==> config.mk <==
export PLATFORM = sky130hd
export DESIGN_NAME = alu_regfile_unit
export DESIGN_NICKNAME = d
export VERILOG_FILES = /design/src/rtl/alu_regfile_unit.sv
export SDC_FILE = /design/constraint.sdc
export NUM_CORES = 1
export LEC_CHECK = 0
export BUFFER_PORTS_ARGS = -buffer_cell sky130_fd_sc_hd__buf_2
export CELL_PAD_IN_SITES_DETAIL_PLACEMENT = 0
export CELL_PAD_IN_SITES_GLOBAL_PLACEMENT = 1
export CORE_ASPECT_RATIO = 0.6
export CORE_UTILIZATION = 45
export CTS_CLUSTER_SIZE = 8
export DETAILED_ROUTE_END_ITERATION = 10
export MAX_ROUTING_LAYER = met4
export PLACE_DENSITY = 0.77
export SLEW_MARGIN = 20
export SYNTH_ARGS = -nofsm -noshare
export SYNTH_HDL_FRONTEND = slang
export SYNTH_SLANG_ARGS = --single-unit
export TNS_END_PERCENT = 100
==> constraint.sdc <==
create_clock -name clk -period 11.73 [get_ports clk]
set_input_delay 1.173 -clock clk [delete_from_list [all_inputs] [get_ports clk]]
set_output_delay 1.173 -clock clk [all_outputs]
set_load 0.05 [all_outputs]
==> src/rtl/alu_regfile_unit.sv <==
`default_nettype none
// ============================================================================
//  Module   : alu_regfile_unit
//  Purpose  : Hack-style six-control-bit ALU fed by a two-read-port operand
//             register file. A hardware sequencer loads the file at start-up.
//             Requests use a valid/ready handshake. The pipeline is an accept
//             register, a synchronous operand read and a registered ALU result.
//  Options  : ALU_WRITEBACK_EN - adds the wb_en/wb_addr ports, the result
//             writeback path and the two-cycle writeback stall.
//  Revision : 1.0 - initial release
// ============================================================================
module alu_regfile_unit #(
   parameter  int WIDTH = 16,
   parameter  int DEPTH = 32,
   localparam int AW    = $clog2(DEPTH)
) (
   input  logic             clk,
   input  logic             rst,
   input  logic             init_start,
   output logic             busy,
   input  logic             op_valid,
   output logic             op_ready,
   input  logic [AW-1:0]    addr_a,
   input  logic [AW-1:0]    addr_b,
   input  logic [5:0]       ctrl,
`ifdef ALU_WRITEBACK_EN
   input  logic             wb_en,
   input  logic [AW-1:0]    wb_addr,
`endif
   input  logic             wr_en,
   input  logic [AW-1:0]    wr_addr,
   input  logic [WIDTH-1:0] wr_data,
   output logic             res_valid,
   output logic [WIDTH-1:0] result,
   output logic             zr,
   output logic             ng
);

   localparam int      HALF = DEPTH / 2;
   localparam [AW-1:0] LAST = AW'(DEPTH - 1);

   typedef enum logic [0:0] {
      INIT = 1'b0,
      RUN  = 1'b1
   } state_t;

   state_t           state, state_next;
   logic [AW-1:0]    init_cnt;
   logic [WIDTH-1:0] init_val;
   logic [WIDTH-1:0] rf [DEPTH];

   logic             accept;
   logic             flush;
   logic             wb_stall;

   // Stage 1: captured request
   logic             s1_valid;
   logic [AW-1:0]    s1_addr_a;
   logic [AW-1:0]    s1_addr_b;
   logic [5:0]       s1_ctrl;

   // Stage 2: operands read from the register file
   logic             s2_valid;
   logic [WIDTH-1:0] s2_x;
   logic [WIDTH-1:0] s2_y;
   logic [5:0]       s2_ctrl;

`ifdef ALU_WRITEBACK_EN
   logic             s1_wb_en;
   logic [AW-1:0]    s1_wb_addr;
   logic             s2_wb_en;
   logic [AW-1:0]    s2_wb_addr;
   logic             wb_fire;
`endif

   logic [WIDTH-1:0] alu_o;

   // An init_start aborts everything in flight, so it flushes like rst
   assign flush  = rst || init_start;
   assign busy   = (state == INIT);

`ifdef ALU_WRITEBACK_EN
   // Hold off new requests until the writeback lands, since there is no forwarding
   assign wb_stall = (s1_valid && s1_wb_en) || (s2_valid && s2_wb_en);
   assign wb_fire  = s2_valid && s2_wb_en && !init_start;
`else
   assign wb_stall = 1'b0;
`endif

   assign op_ready = (state == RUN) && !init_start && !wb_stall;
   assign accept   = op_valid && op_ready;

   // State register
   always_ff @(posedge clk) begin
      if (rst) state <= INIT;
      else     state <= state_next;
   end

   // Next state: leave INIT after the last entry, re-enter on init_start
   always_comb begin
      state_next = state;
      case (state)
         INIT: if (!init_start && init_cnt == LAST) state_next = RUN;
         RUN:  if (init_start) state_next = INIT;
         default: state_next = INIT;
      endcase
   end

   // Init counter: walks the entries in INIT and sits at zero otherwise
   always_ff @(posedge clk) begin
      if (rst || init_start || state == RUN) init_cnt <= '0;
      else                                   init_cnt <= init_cnt + AW'(1);
   end

   // Init pattern: lower half gets its index, upper half gets -1, -2, ...
   always_comb begin
      init_val = WIDTH'(init_cnt);
      if (init_cnt >= AW'(HALF)) init_val = ~WIDTH'(init_cnt - AW'(HALF));
   end

   // Register file writes; writeback is assigned last so it wins a collision
   always_ff @(posedge clk) begin
      if (!rst) begin
         if (state == INIT) begin
            if (!init_start) rf[init_cnt] <= init_val;
         end else begin
            if (wr_en) rf[wr_addr] <= wr_data;
`ifdef ALU_WRITEBACK_EN
            if (wb_fire) rf[s2_wb_addr] <= alu_o;
`endif
         end
      end
   end

   // Stage 1: capture the request fields at acceptance
   always_ff @(posedge clk) begin
      if (flush) s1_valid <= 1'b0;
      else       s1_valid <= accept;
      if (accept) begin
         s1_addr_a <= addr_a;
         s1_addr_b <= addr_b;
         s1_ctrl   <= ctrl;
`ifdef ALU_WRITEBACK_EN
         s1_wb_en   <= wb_en;
         s1_wb_addr <= wb_addr;
`endif
      end
   end

   // Stage 2: synchronous operand read; a same-edge write is not yet visible
   always_ff @(posedge clk) begin
      if (flush) s2_valid <= 1'b0;
      else       s2_valid <= s1_valid;
      if (s1_valid) begin
         s2_x    <= rf[s1_addr_a];
         s2_y    <= rf[s1_addr_b];
         s2_ctrl <= s1_ctrl;
`ifdef ALU_WRITEBACK_EN
         s2_wb_en   <= s1_wb_en;
         s2_wb_addr <= s1_wb_addr;
`endif
      end
   end

   // ALU: ctrl = {zx, nx, zy, ny, f, no}
   always_comb begin
      logic [WIDTH-1:0] x1, x2, y1, y2, o;
      x1    = s2_ctrl[5] ? '0 : s2_x;
      x2    = s2_ctrl[4] ? ~x1 : x1;
      y1    = s2_ctrl[3] ? '0 : s2_y;
      y2    = s2_ctrl[2] ? ~y1 : y1;
      o     = s2_ctrl[1] ? (x2 + y2) : (x2 & y2);
      alu_o = s2_ctrl[0] ? ~o : o;
   end

   // Output register: result and flags hold between strobes
   always_ff @(posedge clk) begin
      if (rst) begin
         res_valid <= 1'b0;
         result    <= '0;
         zr        <= 1'b0;
         ng        <= 1'b0;
      end else begin
         res_valid <= s2_valid && !init_start;
         if (s2_valid && !init_start) begin
            result <= alu_o;
            zr     <= (alu_o == '0);
            ng     <= alu_o[WIDTH-1];
         end
      end
   end

endmodule
`default_nettype wire

==> results of run 1 <==
==> layout make-up <==
class	instances	area, um^2
clock buffers	109	2206
fillers	4693	29610
flip-flops and latches	592	17520
repair buffers	92	560.5
inverters	12	45.04
well taps	828	1036
clock inverters	7	118.9
diodes	2	5.005
multi-input cells	740	10290
==> metrics by stage <==
| step | worst slack (ns) | utilization (%) | area (um^2) |
|---|---|---|---|
| 2_1_floorplan | 7.764 | - | 28180 |
| 3_3_place_gp | 7.243 | 47.97 | 29450 |
| 3_5_place_dp | 7.145 | 47.97 | 29450 |
| 4_1_cts | 7.727 | 51.75 | 31780 |
| 5_1_grt | 7.556 | 51.77 | 31790 |
| 6_report | 7.594 | 51.77 | 31790 |
==> Yosys cell counts (6+ instances only) <==
library cell	number	area share, %
mux2i_1	9	0.32
inv_1	12	0.16
buf_1	30	0.40
mux2_2	33	1.3
dfxtp_1	26	1.8
edfxtp_1	566	60
a21oi_1	24	0.43
a21o_1	14	0.37
xor2_1	8	0.25
nand2_1	54	0.72
o21ai_0	9	0.16
clkbuf_1	60	0.80
nand4_1	6	0.13
xnor2_1	48	1.5
mux4_2	320	26
nor3_1	8	0.14
nor3b_1	6	0.16
ha_1	19	0.84
nand3_1	10	0.18
nor2_1	55	0.73
nand2b_1	37	0.82
==> per-layer routing <==
layer	routed length, um	up-vias	track usage [%]
met3	15100	81	15.17
met5	0	-	-
met2	31430	1094	31.79
met1	34020	8480	39.60
li1	-	6264	-
met4	1020	0	4.123
==> how the worst min path moves through the flow <==
stage                           from          to  slack (ns)  cells after the start
after global routing      s1_ctrl[1]  s2_ctrl[1]        0.46                      0
after detailed placement  s1_ctrl[0]  s2_ctrl[0]        0.44                      0
after CTS                  result[9]   result[9]        0.45                      2
after floorplan           s1_ctrl[0]  s2_ctrl[0]        0.40                      0
final                      result[9]   result[9]        0.44                      2
after global placement    s1_ctrl[0]  s2_ctrl[0]        0.43                      0
==> cells by family (layout without fill, tap and decap cells) <==
logic type | count (synthesis) | after routing | share of synthesized area, %
flip-flops | 592 | 592 | 62.16
AND/OR/NAND/NOR | 205 | 205 | 3.623
adder cells (fa/ha/maj) | 20 | 20 | 0.9146
buffers and inverters | 114 | 220 | 1.776
XOR/XNOR | 56 | 56 | 1.740
AO/OA/AOI/OAI | 97 | 97 | 2.580
other | 0 | 2 | 0
multiplexers | 362 | 362 | 27.21
==> registers in the layout, indices dropped and copies added, names as in the netlist, 5 cells and up <==
signal     count
s1_addr_b      5
init_cnt       5
result        16
s1_ctrl        6
s2_y          16
s2_ctrl        6
rf           512
s1_addr_a      5
s2_x          16
==> worst reg2reg max path: cells and delay by family (launching register included) <==
| kind | cells | cell delay [ns] |
|---|---|---|
| adder cells (fa/ha/maj) | 2 | 0.76 |
| AND/OR/NAND/NOR | 1 | 0.68 |
| multiplexers | 1 | 0.13 |
| XOR/XNOR | 2 | 0.29 |
| flip-flops | 1 | 0.89 |
| AO/OA/AOI/OAI | 5 | 1.16 |
==> power by group <==
part           internal (uW)  switching [uW]
Sequential              2290            2.18
Combinational           10.1            19.4
Clock                   1300             891
Total                   3610             912
==> flow_summary.json, run 1 <==
{
  "viasPerCell": 6.683,
  "cp_max_fo": 22,
  "grt_pass1_wl_mm": 115.6,
  "final_cells": 2382,
  "grt_use_total_pct": 26.81,
  "die_w_um": 325.1,
  "crit_family": "simple AND/OR/NAND/NOR gates",
  "insertion_delay_ns": 0.63,
  "cp_num_buf_inv": 2,
  "ctsHoldBuffers": 0,
  "worst-path-stages": 7,
  "max_cap_violations": 0,
  "vdd_ir_drop_max_mv": 0.1233,
  "drt_first_pass_iters": 5,
  "cp-start-kind": "primary input",
  "clock-sinks": 592,
  "io_buffers": 62,
  "wl_mm": 81.57,
  "cts_resized": 0,
  "fmax_mhz": 241.8,
  "wire_per_inst_um": 34.25,
  "finalCriticalPeriod_ns": 4.136,
  "critical_path.cell_chain": "buf_2, nor2_1, nand2_1, nor2_1, a22oi_1, buf_4, nor2_2",
  "drc": 0,
  "r2r_setup_slack_ns": 7.74,
  "yosys_warnings": 0,
  "grt-ovfl-total": 0,
  "syn_nets": 1508,
  "syn_area_per_cell_um2": 19.49,
  "clk_pin_slew_worst_paths_ns": 0.05,
  "clock_tree.root_cell": "clkbuf_16",
  "powerDensity_mw_per_mm2": 142.2,
  "syn_inst": 1446,
  "cts_buffers": 84,
  "ant_nets": 0,
  "worst_path_most_repeated_cell": "nor2_1",
  "final_layout_size_suffix_gt1_share_pct": 38.47,
  "finalNetCount": 1584,
  "slew_violations": 0,
  "required_ns": 11.96,
  "status": "completed",
  "rr_endpoint": "zr",
  "final_common_cell": "edfxtp_1",
  "worst_pin_slew_ns": 1.142,
  "tns_ns": 0,
  "die_h_um": 195.8,
  "syn_to_final_growth_pct": 12.79,
  "hp-class": "reg2reg",
  "synth-main-ff-cell": "edfxtp_1",
  "grt_antenna_before_repair": 4,
  "coreArea_mm2": 0.06140,
  "via_count": 15919,
  "p_leak_uw": 0.01032,
  "synth_seq_cells": 592,
  "cts_max_level": 3,
  "relSlewSlack_pct": 23.79,
  "fin_crit_sh_pct": 35.26,
  "synth-edff-count": 566,
  "reg2reg_from": "s2_ctrl[4]",
  "boundaryPins": 63,
  "reg2reg_depth": 11,
  "drtIter0Drc": 2570,
  "cts_tree": "yes",
  "critPathSlowestCell": "nor2_1",
  "post-cts-setup-buffers": 0,
  "dp.cells": 2264,
  "syn_area_mm2": 0.02818,
  "finClkSkew_ns": 0.02911,
  "grt_pass1_vias": 15513,
  "placementRows": 70,
  "fp.dieArea_mm2": 0.06366,
  "startpoint": "rst",
  "cp_data_arrival_time_ns": 4.37,
  "crit_type": "in2reg",
  "hold_viol": 0,
  "p_total_uw": 4520,
  "ys_types": 69,
  "crit_end": "rf[22][15]",
  "max_stage_delay_ns": 0.92,
  "fin_hold_ws_ns": 0.4425,
  "cp-end-kind": "register",
  "finalSetupViolCount": 0,
  "initial_core_util_pct": 45.90,
  "place.gp.congestion": 0.8938,
  "dp_hpwl_mm": 54.10,
  "synth_async_sr_flop_share_pct": 0,
  "ys_seq_area_share_pct": 62.16,
  "layout.cells.most_common_list": "566 x edfxtp_1, 320 x mux4_2, 84 x clkbuf_16, 62 x buf_2, 54 x nand2_1",
  "rsz0062_at_grt": "false",
  "grt_max_degree": 129,
  "cts_buffer_depth": 3
}
(Power assumes the default switching activity.)
==> inputs of run 2 (changes only) <==
==> constraint.sdc (replaced) <==
create_clock -name clk -period 4 [get_ports clk]
set_input_delay 0.4 -clock clk [delete_from_list [all_inputs] [get_ports clk]]
set_output_delay 0.4 -clock clk [all_outputs]
set_load 0.05 [all_outputs]
==> flow_summary.json, run 2 (synthesized netlist as in run 1, its figures left out) <==
{
  "hp-class": "in2reg",
  "io_buffers": 62,
  "initial_core_util_pct": 45.90,
  "cts_max_level": 3,
  "r2r_setup_slack_ns": 0.37,
  "worst_pin_slew_ns": 1.197,
  "max_cap_violations": 0,
  "finalNetCount": 1636,
  "cp-end-kind": "register",
  "ant_nets": 0,
  "boundaryPins": 63,
  "reg2reg_depth": 12,
  "relSlewSlack_pct": 20.21,
  "syn_to_final_growth_pct": 14.83,
  "drtIter0Drc": 2205,
  "final_layout_size_suffix_gt1_share_pct": 39.43,
  "wl_mm": 74.61,
  "reg2reg_from": "s2_ctrl[3]",
  "fmax_mhz": 275.5,
  "cp_max_fo": 5,
  "cts_buffers": 84,
  "die_w_um": 325.1,
  "fill_cells": 4675,
  "hold_viol": 0,
  "cp_data_arrival_time_ns": 4.18,
  "crit_type": "reg2reg",
  "drc": 0,
  "tns_ns": 0,
  "rr_endpoint": "zr",
  "powerDensity_mw_per_mm2": 408.8,
  "finalCriticalPeriod_ns": 3.630,
  "cts_buffer_depth": 3,
  "hold_path_end": "result[0]",
  "top_register": "rf",
  "clock_tree.root_cell": "clkbuf_16",
  "clock-sinks": 592,
  "finalSetupViolCount": 0,
  "grt-ovfl-total": 0,
  "finClkSkew_ns": 0.02223,
  "required_ns": 4.55,
  "antenna_cells": 0,
  "grt_max_degree": 129,
  "coreArea_mm2": 0.06140,
  "dp_hpwl_mm": 46.04,
  "vdd_ir_drop_max_mv": 0.3139,
  "placementRows": 70,
  "drt_first_pass_iters": 5,
  "regArea_mm2": 0.01752,
  "p_leak_uw": 0.01061,
  "clk_pin_slew_worst_paths_ns": 0.05,
  "status": "completed",
  "cts_resized": 0,
  "fp.dieArea_mm2": 0.06366,
  "grt_pass1_wl_mm": 108.8,
  "largest_reg_flops": 512,
  "insertion_delay_ns": 0.61,
  "viasPerCell": 6.476,
  "via_count": 15743,
  "wire_per_inst_um": 30.69,
  "fin_hold_ws_ns": 0.3169,
  "multiInputGateArea_mm2": 0.01036,
  "final_common_cell": "edfxtp_1",
  "rsz0062_at_grt": "false",
  "slew_violations": 0,
  "cp-start-kind": "register",
  "die_h_um": 195.8,
  "min_from": "rst",
  "layout.cells.most_common_list": "566 x edfxtp_1, 320 x mux4_2, 86 x clkbuf_16, 62 x buf_2, 56 x buf_4",
  "whs_path_depth": 2,
  "place.gp.congestion": 0.8593,
  "fin_crit_sh_pct": 90.74,
  "grt_antenna_before_repair": 0,
  "grt_use_total_pct": 24.64,
  "grt_pass1_vias": 16090,
  "cts_tree": "yes"
}
-- run 2: metal layers --
| metal | routed length [um] | GRT usage [%] | share of wire (%) |
|---|---|---|---|
| met1 | 31590 | 35.68 | 42 |
| met2 | 32380 | 33.63 | 43 |
| met3 | 8792 | 7.765 | 12 |
| met4 | 1859 | 6.447 | 2.5 |
| met5 | 0 | - | 0 |
-- run 2: area by class of cell --
type | instances | area share [%]
Tap cell | 828 | 3.201
Sequential cell | 592 | 54.13
Clock inverter | 5 | 0.1933
Multi-Input combinational cell | 740 | 32.00
Clock buffer | 110 | 6.959
Inverter | 12 | 0.1392
Timing Repair Buffer | 144 | 3.371
-- run 2: worst max-delay path by stage --
stage	start	end	depth (start not counted)
floorplan	s2_ctrl[2]	zr	13
global placement	s2_ctrl[3]	zr	12
detailed placement	s2_ctrl[3]	zr	12
CTS	s2_ctrl[3]	zr	12
global route	s2_ctrl[3]	zr	12
finish	s2_ctrl[3]	zr	12
-- run 2: through the flow --
stage	power [uW]	instance area (um^2)	util [%]	setup slack (ns)	instances
finish	13230	32360	52.71	0.3703	2431
global route	13580	32360	52.71	0.1812	2431
CTS	13320	32360	52.70	0.3825	2431
detailed placement	6931	29880	48.67	0.4040	2300
global placement	6928	29880	48.67	0.4207	2300
floorplan	6876	28180	-	0.03433	1446
-- run 2: what timing repair did --
item	4_1_cts	5_1_grt
setup buffers	0	0
endpoints found under the setup margin	0	0
hold buffers	16	0
endpoints found under the hold margin	16	0
-- run 2: power breakdown --
| part | internal (uW) | switching, uW |
|---|---|---|
| Combinational | 42.5 | 56.0 |
| Clock | 3880 | 2530 |
| Sequential | 6720 | 6.34 |
| Total | 10600 | 2590 |
-- run 2: critical path: stages (launching register included) --
cell and delay [ns]:
edfxtp_1 0.37, nand2b_1 0.16, xnor2_1 0.13, ha_1 0.25
fa_1 0.49, a21oi_2 0.29, o21bai_2 0.10, xor2_1 0.13
mux2i_1 0.13, or4_2 0.68, a211o_1 0.33, a2111oi_4 0.33
a31o_1 0.18
